===== src/rtl/tl_vc_sched.sv =====
// rtl/tl_vc_sched.sv - transport-layer VC scheduler locking the eligible buffer with most credits per packet
// Define TL_VC_SCHED_RR_EN for rotating tie-break among buffers with equal credits.
module tl_vc_sched #(
  parameter int NUM_REQ     = 12,
  parameter int CREDIT_BITS = 4,
  parameter int MIN_CREDITS = 2,
  parameter int MAX_BEATS   = 15,
  localparam int PW = (NUM_REQ > 1) ? $clog2(NUM_REQ) : 1,
  localparam int BW = $clog2(MAX_BEATS + 1)
) (
  input  logic                                 clk,
  input  logic                                 rst,
  input  logic                                 in_tvalid,
  input  logic                                 in_tlast,
  output logic                                 in_tready,
  input  logic [NUM_REQ-1:0][CREDIT_BITS-1:0]  g_credits,
  input  logic [NUM_REQ-1:0]                   b_full,
  output logic [NUM_REQ-1:0]                   b_wr_en,
  output logic [PW-1:0]                        sel_ptr,
  output logic                                 sel_vld,
  output logic [BW-1:0]                        beat_cnt,
  output logic                                 pkt_done,
  output logic                                 pkt_ovf
);

  typedef enum logic {
    IDLE = 1'b0,
    XFER = 1'b1
  } state_e;

  localparam logic [CREDIT_BITS-1:0] MIN_C = CREDIT_BITS'(MIN_CREDITS);
  localparam logic [BW-1:0]          MAX_B = BW'(MAX_BEATS);

`ifdef TL_VC_SCHED_RR_EN
  localparam int            CW    = PW + 1;
  localparam logic [CW-1:0] NUM_W = CW'(NUM_REQ);
  logic [PW-1:0] rot_q, rot_d;
`else
  localparam int CW = PW;
`endif

  state_e                   state_q, state_d;
  logic [PW-1:0]            sel_ptr_q, sel_ptr_d;
  logic [BW-1:0]            beat_cnt_q, beat_cnt_d;
  logic                     pkt_done_q, pkt_done_d;
  logic                     pkt_ovf_q, pkt_ovf_d;
  logic [NUM_REQ-1:0]       elig;
  logic                     pick_vld;
  logic [PW-1:0]            pick_idx;
  logic [CREDIT_BITS-1:0]   pick_cred;
  logic [BW-1:0]            beat_inc;

  always_comb begin
    elig = '0;
    for (int i = 0; i < NUM_REQ; i++) begin
      elig[i] = (g_credits[i] >= MIN_C) && !b_full[i];
    end
  end

  // Strict '>' keeps the first candidate in scan order, so the scan start decides ties.
  always_comb begin : p_pick
    logic [CW-1:0] cand;
    pick_vld  = 1'b0;
    pick_idx  = '0;
    pick_cred = '0;
    cand      = '0;
    for (int k = 0; k < NUM_REQ; k++) begin
      cand = CW'(k);
`ifdef TL_VC_SCHED_RR_EN
      cand = cand + {1'b0, rot_q};
      if (cand >= NUM_W) cand = cand - NUM_W;
`endif
      if (elig[cand[PW-1:0]] && (!pick_vld || (g_credits[cand[PW-1:0]] > pick_cred))) begin
        pick_vld  = 1'b1;
        pick_idx  = cand[PW-1:0];
        pick_cred = g_credits[cand[PW-1:0]];
      end
    end
  end

  assign beat_inc = (beat_cnt_q == MAX_B) ? MAX_B : beat_cnt_q + BW'(1);

  always_comb begin
    state_d    = state_q;
    sel_ptr_d  = sel_ptr_q;
    beat_cnt_d = beat_cnt_q;
    pkt_done_d = 1'b0;
    pkt_ovf_d  = 1'b0;
    in_tready  = 1'b0;
    b_wr_en    = '0;
`ifdef TL_VC_SCHED_RR_EN
    rot_d      = rot_q;
`endif
    case (state_q)
      IDLE: begin
        if (in_tvalid && pick_vld) begin
          state_d    = XFER;
          sel_ptr_d  = pick_idx;
          beat_cnt_d = '0;
        end
      end
      XFER: begin
        in_tready = !b_full[sel_ptr_q];
        if (in_tvalid && in_tready) begin
          b_wr_en[sel_ptr_q] = 1'b1;
          beat_cnt_d         = beat_inc;
          // in_tlast wins when it coincides with the beat limit.
          if (in_tlast || (beat_inc == MAX_B)) begin
            state_d    = IDLE;
            pkt_done_d = in_tlast;
            pkt_ovf_d  = !in_tlast;
`ifdef TL_VC_SCHED_RR_EN
            rot_d      = (sel_ptr_q == PW'(NUM_REQ - 1)) ? '0 : sel_ptr_q + PW'(1);
`endif
          end
        end
      end
      default: state_d = IDLE;
    endcase
  end

  always_ff @(posedge clk or negedge rst) begin
    if (!rst) begin
      state_q    <= IDLE;
      sel_ptr_q  <= '0;
      beat_cnt_q <= '0;
      pkt_done_q <= 1'b0;
      pkt_ovf_q  <= 1'b0;
    end else begin
      state_q    <= state_d;
      sel_ptr_q  <= sel_ptr_d;
      beat_cnt_q <= beat_cnt_d;
      pkt_done_q <= pkt_done_d;
      pkt_ovf_q  <= pkt_ovf_d;
    end
  end

`ifdef TL_VC_SCHED_RR_EN
  always_ff @(posedge clk or negedge rst) begin
    if (!rst) begin
      rot_q <= '0;
    end else begin
      rot_q <= rot_d;
    end
  end
`endif

  assign sel_ptr  = sel_ptr_q;
  assign sel_vld  = (state_q == XFER);
  assign beat_cnt = beat_cnt_q;
  assign pkt_done = pkt_done_q;
  assign pkt_ovf  = pkt_ovf_q;

endmodule

===== config.mk =====
export PLATFORM = sky130hd
export DESIGN_NAME = tl_vc_sched
export DESIGN_NICKNAME = d
export VERILOG_FILES = /design/src/rtl/tl_vc_sched.sv
export SDC_FILE = /design/constraint.sdc
export NUM_CORES = 1
export LEC_CHECK = 0
export BUFFER_PORTS_ARGS = -buffer_cell sky130_fd_sc_hd__buf_2
export CAP_MARGIN = 30
export CORE_ASPECT_RATIO = 2
export CORE_UTILIZATION = 25
export DETAILED_ROUTE_END_ITERATION = 6
export HOLD_SLACK_MARGIN = 0.06
export SLEW_MARGIN = 40
export SYNTH_ARGS = -nofsm -noshare
export SYNTH_HDL_FRONTEND = slang
export SYNTH_SLANG_ARGS = --single-unit
export TNS_END_PERCENT = 1

===== constraint.sdc =====
create_clock -name clk -period 2.8 [get_ports clk]
set_clock_uncertainty 0.15 [all_clocks]
set_input_delay 0 -clock clk [delete_from_list [all_inputs] [get_ports clk]]
set_output_delay 0 -clock clk [all_outputs]
set_load 0.01 [all_outputs]

## After elaboration in Yosys (flattened, before gate mapping)

Index checks and enable logic that the tools add are counted.

- Output and inout bits: 24
- Input bits: 64
- Bits in registers: 11
- Logic and storage cells: 156

- Bitwise operators: 1
- Add/sub/neg operators: 1
- Reduce and logical (&&, ||, !) cells: 65
- Eq/ne operators: 4
- Muxes and demuxes: 55
- Magnitude comparators: 25

Operators with widths:

| kind | count |
|---|---|
| 2-to-1 mux 4 bit | 24 |
| >= comparator 4 x 2 -> 1 bit, second input constant | 12 |
| > comparator 4 bit | 11 |
| logical AND 1 bit | 26 |
| logical NOT 1 bit | 25 |
| 2-to-1 mux 1 bit | 25 |
| 2-to-1 mux 12 bit | 2 |
| logical OR 1 bit | 12 |
| equality test 4 bit, second input constant | 2 |
| case mux 4 bit (2 select lines) | 1 |
| less-than comparator 4 x 5 -> 1 bit, second input constant | 1 |
| adder 4 x 1 -> 4 bit, second input constant | 1 |
| binary-select mux 1 bit (select 4 bit) | 1 |
| demux 1 bit (select 4 bit) | 1 |
| >= comparator 4 x 1 -> 1 bit, second input constant | 1 |
| AND reduction 2 bit | 2 |
| inequality test 2 x 1 -> 1 bit, second input constant | 1 |
| inequality test 2 bit, second input constant | 1 |
| case mux 1 bit (2 select lines) | 1 |
| NOT 1 bit | 1 |

## Depth between registers and ports, before layout

- Word-level depth: 50
- Mapped depth: 100
- Gate-level depth less buffers: 98

## Worst setup path after synthesis

No wires, ideal clock.

- Kind: input to register
- Start point: input port g_credits[3] (netlist name)
- End point: register sel_ptr_q[2], in the netlist sel_ptr[2]
- Required time: 2.584 ns
- Arrival time: 16.339 ns
- Setup time: 0.066 ns
- Stages: 92
- Path buffers: 2
- Setup slack: -13.755 ns
- Path through: nor3_2 nor2_1 and2_1 ha_1 nand4_1 a21bo_1 a21o_1 mux2_2 ha_1 nor2b_1 o211ai_1 a21oi_1 o21ai_0 nor2_1 a21o_1 ha_1 a21oi_1 o21ai_0 [56 not listed] nor2b_1 o21ai_0 nand2b_1 a21oi_1 a41o_1 o21ai_0 nand2_1 o21ai_0 o22ai_1 ha_1 nor2b_1 o21ai_0 nand2b_1 a21oi_1 o2111ai_1 a21oi_1 nand4_1 nand2_1

- Cells in the longest elaborated chain, start to end: 49
- Elaborated cells on any way between the ends: 80
- Classes of those cells: 12 x order compare; 32 x mux; 36 x reduce/logical

Ends and longest elaborated chain:

| what | RTL line | RTL |
|---|---|---|
| from (decl) | 16 | `input logic [NUM_REQ-1:0][CREDIT_BITS-1:0] g_credits,` |
| >= comparator 4 x 2 -> 1 bit | 56 | `elig[i] = (g_credits[i] >= MIN_C) && !b_full[i];` |
| logical AND 1 bit | 56 |  |
| 2-to-1 mux 4 bit / 2-to-1 mux 1 bit (equally long branches) | 73 | `if (elig[cand[PW-1:0]] && (!pick_vld \|\| (g_credits[cand[PW-1:0]] > pick_cred))) begin` |
| > comparator 4 bit / logical NOT 1 bit (equally long branches) | 73 |  |
| logical OR 1 bit | 73 |  |
| logical AND 1 bit | 73 |  |
| 2-to-1 mux 4 bit / 2-to-1 mux 1 bit (equally long branches) | 73 |  |
| > comparator 4 bit / logical NOT 1 bit (equally long branches) | 73 |  |
| [33 not listed] | n/a |  |
| logical AND 1 bit | 73 |  |
| 2-to-1 mux 4 bit / 2-to-1 mux 1 bit (equally long branches) | 73 |  |
| > comparator 4 bit / logical NOT 1 bit (equally long branches) | 73 |  |
| logical OR 1 bit | 73 |  |
| logical AND 1 bit | 73 |  |
| 2-to-1 mux 1 bit | 73 |  |
| logical AND 1 bit | 96 | `if (in_tvalid && pick_vld) begin` |
| AND reduction 2 bit (no source line) | n/a |  |
| to (signal assigned) | 131 | `sel_ptr_q <= sel_ptr_d;` |
| to (decl) | 43 | `logic [PW-1:0] sel_ptr_q, sel_ptr_d;` |

Several ways; a longest one is shown, not always the timed one.
A chain may end at the register's enable or synchronous reset.

## Worst setup path after layout

- Start point: input port g_credits[1] (netlist name)
- End point: register sel_ptr_q[0], in the netlist sel_ptr[0]

The elaborated chain is that of the path after synthesis.

==> results by group <==
Setup path
  • Critical path's slowest cell: or3_1
  • Max Fanout on Critical Path: 8
  • Worst path top cell family by delay: compound AO/OA/AOI/OAI gates
  • Nature of the critical path startpoint: input pin
  • Critical path data arrival time: 16.23 ns
  • WP buf/inv: 8
  • Crit end category: flip-flop
  • CP required: 2.80 ns
  • Crit Path Category: input pin to flip-flop
  • CP max stage delay: 0.37 ns

Yosys
  • Async SR Flop Fraction: between 90% and 100%
  • Mapped Nets: approximately 520
  • Synth area leader: ha_1
  • Cell variety after synth: 70
  • Mean post-synth cell area: 7.309 µm²
  • Post-synth EDFFs: 0
  • Synthesis warning total: 0
  • Post-Synthesis Cell Area: between 0.003 and 0.004 mm²
  • Most common cell in the netlist: nor2_1
  • Seq/Total Area, Yosys: 9.053%
  • Post-Synthesis Cells: 416
  • Post-synth top cells: 47 x nor2_1, 41 x ha_1, 37 x inv_1
  • Synth Register Bits: 11
  • Largest cells by area after synthesis: ha_1 17%, dfrtp_1 9.1%, a21oi_1 5.9%
  • Synth Flop Type: dfrtp_1
  • Area share of the largest cell type after synthesis: 16.87%

Drt
  • Wirelength per Cell: 16.19 µm
  • Final WL: 14050 µm
  • Antenna-violating nets left: 0
  • Via count: 4602
  • # DRC: 0
  • Vias per inst: roughly 5.3
  • Max Used Layer: met4
  • M1 WL: 4563 µm
  • Metal3 WL: 414 µm
  • Initial DRC Count: 180
  • Met2 wire length: roughly 8300 µm
  • DR pass1 iterations: 4

Global route
  • Congestion Overflow GR: 0
  • Vias in the first global route: 4851
  • Overall Global Routing Usage: 21.34%
  • Largest net degree at the start of global routing: 12
  • Initial antenna violation count: 0
  • First-pass GRT wire length: 21420 µm

STA
  • Final worst slack: -13.43 ns
  • Achievable Freq: just over 60 MHz
  • Setup TNS: -53.64 ns
  • Worst-Margin Slew: 0.8485 ns
  • Final min period: 16.23 ns
  • Final hold viol count: 0
  • Worst hold margin: 0.1078 ns
  • Final setup violation count: 4
  • Unrepaired setup endpoints after global routing: yes
  • Worst slew margin: 42.69%
  • Max-slew violation count: 0
  • Final period utilization: 579.5%

Final layout
  • Final non-filler cell total: 868
  • Layout cells sized above 1: between 60% and 70%
  • Register Area: 276.5 µm²
  • Fillers: approximately 1100
  • Final #Nets: 828
  • P&R area growth vs syn: 102.9%
  • Area of the multi-input gates: around 0.0033 mm²

Floorplan
  • Vert. Die Dim: 158.0 µm
  • Starting density of the core: 25.83%
  • Core box area: 0.01177 mm²
  • Row count: 56
  • Die area: 0.01263 mm²
  • Width of the die: 79.98 µm
  • Ports: about 90

Run status
  • Failing checks: setup timing
  • Status: finished with violations

Placement
  • Inst Count DP: 795
  • Pre-CTS setup slack: -13.64 ns
  • Gp weighted congestion: 0.8945
  • Post-DP HPWL: about 10000 µm
  • PortBufs: 87

CTS
  • Num Clock Sinks: 11
  • H-tree levels: 1
  • Clock Path Buffers: 2
  • CTS tree: yes
  • Reg clk slew, reported paths: 0.04 ns
  • Num CTS Buffers: 3
  • CTS root buf: clkbuf_16
  • Clock Latency Late Sink: between 0.2 and 0.25 ns

Power and ir drop
  • Pwr Density: 964.7 mW/mm²
  • Switch share: 43.18%
  • Leak: 2.947 nW
  • Int Power: 3.382 mW
  • Pwr Total: 5.952 mW
  • Clock power frac: 4.4%
  • Flop pwr share: 5.7%
  • Gate power share: 90.0%
  • VDD IR max: 0.6926 mV
  • Net Switching: 2.570 mW

Min path
  • HP Class: input pin to flip-flop

Run
  • Max Cap Viol: 0
==> state kept, by name, indices dropped and copies added (netlist names) <==
name	cells
beat_cnt	4
pkt_ovf	1
sel_vld	1
sel_ptr	4
pkt_done	1
==> worst reg2reg max path: cells and delay by family (launching register included) <==
family	cells	cell delay [ns]
AOI/OAI and AO/OA	2	0.16
and+or+nand+nor	5	0.50
muxes	2	0.69
DFF	1	0.47
buffers and inverters	1	0.17
==> metrics by stage <==
stage | util, % | instance area, µm²
final | 52.41 | 6170
after global routing | 52.39 | 6167
after detailed placement | 41.86 | 4927
after global placement | 41.86 | 4927
after floorplan | - | 3197
after CTS | 48.29 | 5684
==> cell type report <==
cell class | instances | share of cell area [%]
well taps | 145 | 2.941
repair buffers | 310 | 34.92
inverters | 37 | 2.251
clock buffers | 4 | 1.278
diodes | 1 | 0.04056
flip-flops and latches | 11 | 4.482
multi-input cells | 360 | 54.09
==> path summary, 6_finish.rpt <==
kind / startpoint / slack (ns) / end / depth (start not counted)
setup reg to reg: sel_ptr[0] / 0.53 / beat_cnt[3] / 10
max in group asynchronous: rst / 1.49 / sel_ptr[0] / 3
hold reg to reg: beat_cnt[0] / 0.45 / beat_cnt[0] / 2
min in group asynchronous: rst / 0.65 / beat_cnt[1] / 3
setup / recovery: g_credits[1] / -13.43 / sel_ptr[0] / 93
hold / removal: b_full[10] / 0.11 / sel_ptr[1] / 4
==> routing by layer <==
layer / track usage (%) / up-vias
met1: 17.89 / 2189
met3: 1.441 / 68
met5: 0 / -
met2: 44.89 / 160
met4: 14.03 / 0
li1: - / 2185
==> power groups by stage <==
stage                     clock [mW]  combinational [mW]  sequential, mW
after floorplan                    0                2.09           0.306
after global routing           0.275                5.72           0.352
final                          0.259                5.35           0.339
after global placement             0                3.53           0.337
after CTS                      0.262                4.57           0.337
after detailed placement           0                3.64           0.338
==> cell usage in the layout (no fill, tap or decap), drive strengths merged, types with 9 or more instances in the layout <==
master  synthesis  final
buf             1    306
nor2           47     47
ha             41     41
inv            37     37
a21oi          37     37
o21ai          30     30
nor3           27     27
nand2          24     24
nand2b         13     13
dfrtp          11     11
or3            10     10
a31oi          10     10
mux2            9      9
nor2b           9      9
==> kinds of logic (layout without fill, tap and decap cells) <==
| family | Yosys count | in the layout | synth area share [%] |
|---|---|---|---|
| adder cells (fa/ha/maj) | 41 | 41 | 16.87 |
| other | 0 | 1 | 0 |
| buffers and inverters | 45 | 351 | 5.555 |
| multiplexers | 18 | 18 | 7.778 |
| flip-flops | 11 | 11 | 9.053 |
| AND/OR/NAND/NOR | 162 | 162 | 27.61 |
| AO/OA/AOI/OAI | 139 | 139 | 33.13 |
==> what timing repair did <==
action	CTS	global route
resized for setup	60	67
hold buffers	4	0
pin swaps	59	67
endpoints found under the hold margin	15	0
buffers inserted	43	21
endpoints found under the setup margin	6	11
Power figures use the tool's default switching activity.
